`src/rtl/button_arbiter.sv`:
```
// Synchronises and debounces the seven game buttons, builds press and auto-repeat events,
// and issues queued events one at a time over a valid/ready handshake.
module button_arbiter #(
    parameter int DEBOUNCE_CYCLES = 500000,
    parameter int REPEAT_DELAY    = 25000000,
    parameter int REPEAT_RATE     = 5000000,
    parameter int CNT_W           = 25
) (
    input  logic       clk_50MHz,
    input  logic       reset,
    input  logic       up_button,
    input  logic       down_button,
    input  logic       left_button,
    input  logic       right_button,
    input  logic       a_button,
    input  logic       b_button,
    input  logic       start_button,
    input  logic       cmd_ready,
    output logic       cmd_valid,
    output logic [2:0] cmd_code,
    output logic       cmd_repeat,
    output logic [6:0] btn_state,
    output logic       overrun
);

    localparam int NB = 7;
    localparam int NR = 4;
    localparam logic [CNT_W-1:0] DB_LAST    = CNT_W'(DEBOUNCE_CYCLES - 1);
    localparam logic [CNT_W-1:0] DELAY_LAST = CNT_W'(REPEAT_DELAY - 1);
    localparam logic [CNT_W-1:0] RATE_LAST  = CNT_W'(REPEAT_RATE - 1);

    logic [NB-1:0]    raw;
    logic [NB-1:0]    sync_1;
    logic [NB-1:0]    raw_s;
    logic [CNT_W-1:0] db_cnt [NB];
    logic [NB-1:0]    btn_prev;
    logic [NB-1:0]    press_evt;
    logic [NB-1:0]    fall_evt;
    logic [CNT_W-1:0] rep_tmr [NR];
    logic [NR-1:0]    rep_run;
    logic [NR-1:0]    rep_first;
    logic [NR-1:0]    rep_fire;
    logic [NB-1:0]    rep_evt;
    logic [NB-1:0]    pend;
    logic [NB-1:0]    pend_rep;
    logic [NB-1:0]    grant;
    logic             any_pend;
    logic             slot_free;
    logic [2:0]       sel_code;

    assign raw = {start_button, b_button, a_button, right_button,
                  left_button, down_button, up_button};

    always_ff @(posedge clk_50MHz or negedge reset) begin
        if (!reset) begin
            sync_1 <= '0;
            raw_s  <= '0;
        end else begin
            sync_1 <= raw;
            raw_s  <= sync_1;
        end
    end

    // A level change is accepted only after DEBOUNCE_CYCLES consecutive disagreeing samples.
    always_ff @(posedge clk_50MHz or negedge reset) begin
        if (!reset) begin
            for (int i = 0; i < NB; i++) db_cnt[i] <= '0;
            btn_state <= '0;
        end else begin
            for (int i = 0; i < NB; i++) begin
                if (raw_s[i] == btn_state[i]) begin
                    db_cnt[i] <= '0;
                end else if (db_cnt[i] == DB_LAST) begin
                    db_cnt[i]    <= '0;
                    btn_state[i] <= raw_s[i];
                end else begin
                    db_cnt[i] <= db_cnt[i] + CNT_W'(1);
                end
            end
        end
    end

    always_ff @(posedge clk_50MHz or negedge reset) begin
        if (!reset) begin
            btn_prev  <= '0;
            press_evt <= '0;
            fall_evt  <= '0;
        end else begin
            btn_prev  <= btn_state;
            press_evt <= btn_state & ~btn_prev;
            fall_evt  <= ~btn_state & btn_prev;
        end
    end

    // Repeat timer restarts at each press; the first interval is the long delay, then the rate.
    always_ff @(posedge clk_50MHz or negedge reset) begin
        if (!reset) begin
            for (int i = 0; i < NR; i++) rep_tmr[i] <= '0;
            rep_run   <= '0;
            rep_first <= '0;
        end else begin
            for (int i = 0; i < NR; i++) begin
                if (press_evt[i]) begin
                    rep_run[i]   <= 1'b1;
                    rep_first[i] <= 1'b1;
                    rep_tmr[i]   <= '0;
                end else if (!btn_state[i]) begin
                    rep_run[i] <= 1'b0;
                    rep_tmr[i] <= '0;
                end else if (rep_fire[i]) begin
                    rep_first[i] <= 1'b0;
                    rep_tmr[i]   <= '0;
                end else if (rep_run[i]) begin
                    rep_tmr[i] <= rep_tmr[i] + CNT_W'(1);
                end
            end
        end
    end

    always_comb begin
        rep_fire = '0;
        for (int i = 0; i < NR; i++) begin
            rep_fire[i] = rep_run[i] && btn_state[i] &&
                          (rep_tmr[i] == (rep_first[i] ? DELAY_LAST : RATE_LAST));
        end
    end

    assign rep_evt = {{(NB-NR){1'b0}}, rep_fire};

    // Fixed priority: start > b > a > up > down > left > right.
    always_comb begin
        sel_code  = 3'd0;
        any_pend  = 1'b1;
        grant     = '0;
        slot_free = !cmd_valid || cmd_ready;
        if      (pend[6]) sel_code = 3'd6;
        else if (pend[5]) sel_code = 3'd5;
        else if (pend[4]) sel_code = 3'd4;
        else if (pend[0]) sel_code = 3'd0;
        else if (pend[1]) sel_code = 3'd1;
        else if (pend[2]) sel_code = 3'd2;
        else if (pend[3]) sel_code = 3'd3;
        else              any_pend = 1'b0;
        if (slot_free && any_pend) grant[sel_code] = 1'b1;
    end

    // A new event beats a same-cycle grant; merging into a still-pending event flags overrun.
    always_ff @(posedge clk_50MHz or negedge reset) begin
        if (!reset) begin
            pend       <= '0;
            pend_rep   <= '0;
            overrun    <= 1'b0;
            cmd_valid  <= 1'b0;
            cmd_code   <= 3'd0;
            cmd_repeat <= 1'b0;
        end else begin
            for (int i = 0; i < NB; i++) begin
                if (press_evt[i]) begin
                    pend[i]     <= 1'b1;
                    pend_rep[i] <= 1'b0;
                    if (pend[i] && !grant[i]) overrun <= 1'b1;
                end else if (rep_evt[i]) begin
                    if (pend[i] && !grant[i]) begin
                        overrun <= 1'b1;
                    end else begin
                        pend[i]     <= 1'b1;
                        pend_rep[i] <= 1'b1;
                    end
                end else if (grant[i] || (fall_evt[i] && pend_rep[i])) begin
                    pend[i] <= 1'b0;
                end
            end
            if (slot_free) begin
                cmd_valid <= any_pend;
                if (any_pend) begin
                    cmd_code   <= sel_code;
                    cmd_repeat <= pend_rep[sel_code];
                end
            end
        end
    end

endmodule

```
`config.mk`:
```
export PLATFORM = sky130hd
export DESIGN_NAME = button_arbiter
export DESIGN_NICKNAME = d
export VERILOG_FILES = /design/src/rtl/button_arbiter.sv
export SDC_FILE = /design/constraint.sdc
export NUM_CORES = 1
export LEC_CHECK = 0
export ABC_CLOCK_PERIOD_IN_PS = 3300
export BUFFER_PORTS_ARGS = -buffer_cell sky130_fd_sc_hd__buf_2
export CAP_MARGIN = 20
export CELL_PAD_IN_SITES_DETAIL_PLACEMENT = 2
export CELL_PAD_IN_SITES_GLOBAL_PLACEMENT = 2
export CORE_ASPECT_RATIO = 1.1
export CORE_MARGIN = 1
export CORE_UTILIZATION = 35
export CTS_BUF_LIST = sky130_fd_sc_hd__clkbuf_4 sky130_fd_sc_hd__clkbuf_8
export CTS_CLUSTER_SIZE = 20
export DETAILED_ROUTE_END_ITERATION = 7
export PLACE_DENSITY = 0.78
export SLEW_MARGIN = 20
export SYNTH_ARGS = -nofsm -noshare
export SYNTH_HDL_FRONTEND = slang
export SYNTH_SLANG_ARGS = --single-unit
```
`constraint.sdc`:
```
create_clock -name clk_50MHz -period 3.3 [get_ports clk_50MHz]
set_input_delay 0.33 -clock clk_50MHz [delete_from_list [all_inputs] [get_ports clk_50MHz]]
set_output_delay 0.33 -clock clk_50MHz [all_outputs]
set_load 0.005 [all_outputs]
```
Word level (Yosys, flattened, before mapping)
Index checks and enable logic that the tools add are counted.
{ "word_totals": {"reg_bits": 339, "inputBits": 10, "out_inout_bits": 13, "wordCells": 294} }
{ "classes": {"addsub": 11, "magnitude_cmp": 2, "n_eq_ne": 34, "muxes": 121, "bitwise": 11, "reduce_logical": 69} }
{ "op_table": {"columns": ["op", "count"], "rows": [
  ["two-way mux 25 bit", 34],
  ["adder 25 x 1 -> 25 bit, second input constant", 11],
  ["equality test 25 x 19 -> 1 bit, second input constant", 7],
  ["equality test 25 bit", 4],
  ["two-way mux 1 bit", 77],
  ["AND reduction 2 bit", 20],
  ["nonzero test 2 bit", 11],
  ["logical AND 1 bit", 21],
  ["!= test 4 x 1 -> 1 bit, second input constant", 4],
  ["!= test 3 bit, second input constant", 4],
  ["nonzero test 3 bit", 4],
  ["two-way mux 3 bit", 3],
  ["logical NOT 1 bit", 8],
  ["two-way mux 2 bit", 4],
  ["!= test 2 x 1 -> 1 bit, second input constant", 4],
  ["!= test 2 bit, second input constant", 4],
  ["bitwise AND 7 bit", 1],
  ["equality test 1 bit", 7],
  ["two-way mux 7 bit", 1],
  ["NOT 1 bit", 7],
  ["NOT 7 bit", 1],
  ["logical OR 1 bit", 5],
  ["bitwise AND 4 bit", 1],
  ["less-than comparator 3 x 4 -> 1 bit, second input constant", 1],
  ["other kinds (4)", 4]
]} }

Depth between registers and ports, before layout
{ "logic_depth": {"depth_word": 32, "ltp_mapped": 9, "depth_no_buf": 7} }

Least setup slack after synthesis
Ideal clock, no wire load.
{ "synth_path": {"path_kind": "register -> register", "startpoint": "register rep_tmr[83] in the netlist's numbering", "endpoint": "register rep_tmr[77] in the netlist's numbering", "setup_time_ps": 121, "t_arrival_ps": 1946, "t_required_ps": 3179, "path_slack_ps": 1233, "path_stages_with_launch": 8, "n_path_buf": 1, "synth_period_minus_slack_ps": 2067, "path_cell_list": "dfrtp_1 > and4bb_1 > nand4_1 > a2111oi_4 > or3b_4 > buf_6 > o22ai_1 > a22o_1"} }
{ "synth_between": {"elab_chain_len": 5, "elab_cells_between_ends": 6, "classes_between": "eq/ne: 2; mux: 3; reduce/logical: 1"} }
{ "synth_lines": {"columns": ["element", "line", "text"], "rows": [
  ["from (decl)", "39", "logic [CNT_W-1:0] rep_tmr [NR];"],
  ["from (signal, indexed assignment)", "114", "rep_tmr[i] <= rep_tmr[i] + CNT_W'(1);"],
  ["equality test 25 bit (*)", "124", "(rep_tmr[i] == (rep_first[i] ? DELAY_LAST : RATE_LAST));"],
  ["logical AND 1 bit (*)", "123", "rep_fire[i] = rep_run[i] && btn_state[i] &&"],
  ["two-way mux 25 bit", "110", "end else if (rep_fire[i]) begin"],
  ["two-way mux 25 bit", "107", "end else if (!btn_state[i]) begin"],
  ["two-way mux 25 bit", "103", "if (press_evt[i]) begin"]
]} }
Every way passes the cells marked *; elsewhere a longest branch is shown, timed or not.
A chain may end at the register's enable or synchronous reset.

Worst setup path in the final report
{ "layout_path": {"startpoint": "register rep_tmr[14] in the netlist's numbering", "endpoint": "register rep_tmr[24] in the netlist's numbering"} }
{ "layout_between": {"elab_chain_len": 5, "elab_cells_between_ends": 8, "classes_between": "add/sub: 1; eq/ne: 2; mux: 4; reduce/logical: 1"} }
{ "layout_lines": {"columns": ["element", "line"], "rows": [
  ["adder 25 x 1 -> 25 bit or equality test 25 bit (tied branches)", "114, 124"],
  ["two-way mux 25 bit or logical AND 1 bit (tied branches)", "113, 123"],
  ["two-way mux 25 bit", "110"],
  ["two-way mux 25 bit", "107"],
  ["two-way mux 25 bit", "103"]
]} }
Several ways; a longest one is shown, not always the timed one. The select of a mux whose other input is x is not followed.

==> flow_summary.json <==
{
  "arrival_ps": 3000,
  "rsz0062_at_grt": "no",
  "grt_pass1_vias": 15060,
  "globalplace.congestion": 0.7761,
  "rr_endpoint": "rep_tmr[24]",
  "cts_sinks": 339,
  "rr_startpoint": "rep_tmr[14]",
  "critPathLaunch": "rep_tmr[14]",
  "synth.yosys.seq_area_share_pct": 51.33,
  "antenna_found_initial": 0,
  "critPathCapture": "rep_tmr[24]",
  "initialDrtViolationCount": 456,
  "drtPass1Iterations": 4,
  "cts_inserted_buffers": 61,
  "diodes": 0,
  "synth_top_area_cell": "dfrtp_1",
  "cts_tree": "done",
  "io_buffers": 22,
  "dp_cells": 2317,
  "ys_seq_elements": 339,
  "post-synth-top-area-fraction_pct": 51.33,
  "cts.clk_slew.worst_paths_ps": 60,
  "synth_cell_types": 68,
  "fp-row-count": 83,
  "drive_gt1_share_pct": 10.49,
  "finalMaxSlewViolations": 0,
  "required_ps": 3820,
  "drv_cap": 0,
  "cp_slowest_cell": "nor3b_1",
  "syn_area_um2": 16530,
  "crit_cells": 5,
  "yosysMostFrequentCell": "dfrtp_1",
  "grt_first_pass_wirelength_um": 76450,
  "groute.usage.overall_pct": 19.16,
  "synthesis.nets": 1765,
  "cts_setup_buffers": 0,
  "startpoint_type": "flop",
  "routed_wirelength_um": 44550,
  "dp_hpwl_um": 29660,
  "async_flop_share_pct": 100.0,
  "finalHoldViolCount": 0,
  "leakage_nw": 7.940,
  "cts_max_path_buffers": 3,
  "cp_cell_sequence": "and2_1 -> nor3b_1 -> and3_1 -> nand4_1 -> o311ai_0",
  "area_growth_pct": 12.83,
  "ir_drop_mv": 0.2754,
  "outcome": "completed",
  "fin_nets": 1814,
  "synth-edff-count": 0,
  "endpoint_kind": "flop",
  "timing.reg2reg.setup_slack_ps": 830,
  "fin_crit_ps": 2473,
  "min_path_type": "in2reg",
  "synth_common_cells": "dfrtp_1, nor2_1, nand2_1, nand3_1, xor2_1",
  "insertion_delay_ps": 660,
  "yosys_warnings": 0,
  "synth_area_per_cell_um2": 9.477,
  "fin_util_pct": 39.99,
  "critical_path.top_delay_family": "simple AND/OR/NAND/NOR gates",
  "cp_slowest_stage_delay_ps": 750,
  "clock-root-buffer": "clkbuf_8",
  "stdcell_count": 2435,
  "core-area_um2": 46630,
  "cp_num_buf_inv": 0,
  "relSlewSlack_pct": 37.16,
  "start_util_pct": 35.44,
  "path_max_fanout": 7,
  "p_per_area_nw_per_um2": 466.4,
  "total_power_mw": 8.698,
  "die_h_um": 229.9,
  "setup_viol": 0,
  "fin_crit_sh_pct": 74.94,
  "wl_per_cell_um": 18.29,
  "viasPerCell": 5.460,
  "gr-total-overflow": 0,
  "path_class": "reg2reg",
  "ys.flop_type": "dfrtp_1",
  "grt_max_degree": 84,
  "reg2regPathDepth": 5,
  "whs_ps": 174.2,
  "die-area_um2": 48090,
  "netlist_top_cells_area": "dfrtp_1, nor2_1, xor2_1",
  "fin_tns_setup_ps": 0,
  "drc": 0,
  "clock.fmax_mhz": 404.3,
  "route.antenna.remaining_nets": 0,
  "clock_skew_ps": 13.75,
  "io_pins": 23,
  "die_x_um": 209.2,
  "via_count": 13300,
  "syn_inst": 1744,
  "worstMarginPinSlew_ps": 939.2,
  "h-tree-depth": 2
}
[cells in the final DEF, fill, tap and decap left out, types with 5 or more instances in the layout]
cell type      count
dfrtp_1          339
nor2_1           258
nand2_1          146
nand3_1          128
xor2_1            87
clkbuf_8          76
xnor2_1           72
a21oi_1           66
nor3_1            63
nand4_1           51
o21ai_0           51
and3_1            50
a31oi_1           44
inv_1             43
or3_1             37
nor4_1            23
nor2b_1           22
clkbuf_4          21
buf_2             21
a21o_1            18
buf_4             18
and4_1            17
or2_2             13
and2_1            12
ha_1              11
nor4b_1           10
nand2b_1          10
a22o_1            10
a41oi_1           10
clkinv_2          10
mux2i_1            9
dlygate4sd3_1      8
mux2_2             7
o22ai_1            5
[cell type report]
cell class | instances | area (um2)
inverter | 43 | 161.4
clock inverter | 13 | 76.32
multi-input combinational | 1297 | 7584
sequential | 339 | 8483
clock buffer | 97 | 1204
tap | 595 | 744.5
timing repair buffer | 51 | 395.4
fill | 5035 | 27980
[power by group]
| part | switching, mW | internal, mW | total, mW |
|---|---|---|---|
| Combinational | 0.217 | 0.0961 | 0.313 |
| Clock | 1.83 | 2.30 | 4.14 |
| Sequential | 0.0415 | 4.21 | 4.25 |
[sequential cells by signal (all words and copies together) (netlist names), 4 cells and up]
signal,count
fall_evt,4
raw_s,7
pend_rep,4
press_evt,7
db_cnt,175
sync_1,7
pend,7
rep_tmr,100
rep_first,4
rep_run,4
btn_state,7
btn_prev,7
[tightest hold or removal path, stage by stage]
cell      delay [ps]
buf_2            110
nor2b_1           50
buf_4            150
nand2b_1         140
[kinds of logic (layout without fill, tap and decap cells)]
kind of cell               Yosys count  in the layout  synth area share, %
AOI/OAI and AO/OA                  233            233                8.926
xor gates and xnor gates           159            159                8.426
adders and majority gates           11             11               0.8328
buffers and inverters              108            204                2.801
DFF                                339            339                51.33
muxes                               16             16                1.022
and+or+nand+nor                    878            878                26.66
[worst min path at each step]
stage,slack (ps),from,cells after the start,end
CTS,110,cmd_ready,4,cmd_valid
global route,150,cmd_ready,4,cmd_valid
floorplan,30,reset,0,btn_prev[0]
finish,170,cmd_ready,4,cmd_valid
global placement,330,sync_1[6],0,raw_s[6]
detailed placement,340,sync_1[1],0,raw_s[1]
[what timing repair did]
action                     CTS  global route
gates resized for setup      0             0
hold endpoints to repair    85             0
hold buffers                 8             0
setup endpoints to repair    0             0
[stage by stage]
stage	instance area, um2	setup slack, ps
after floorplan	16530	1233
after global placement	17290	1008
after detailed placement	17290	826.0
after CTS	18650	837.6
after global routing	18650	642.3
final	18650	826.8
[routing by layer]
layer	up-vias	global-route usage, %	routed length [um]
met2	125	34.24	22790
met3	78	3.059	1207
met5	-	0	0
met4	0	6.824	1049
li1	6221	-	-
met1	6872	23.19	19510
Note: power is estimated with default switching activity, not from simulation.
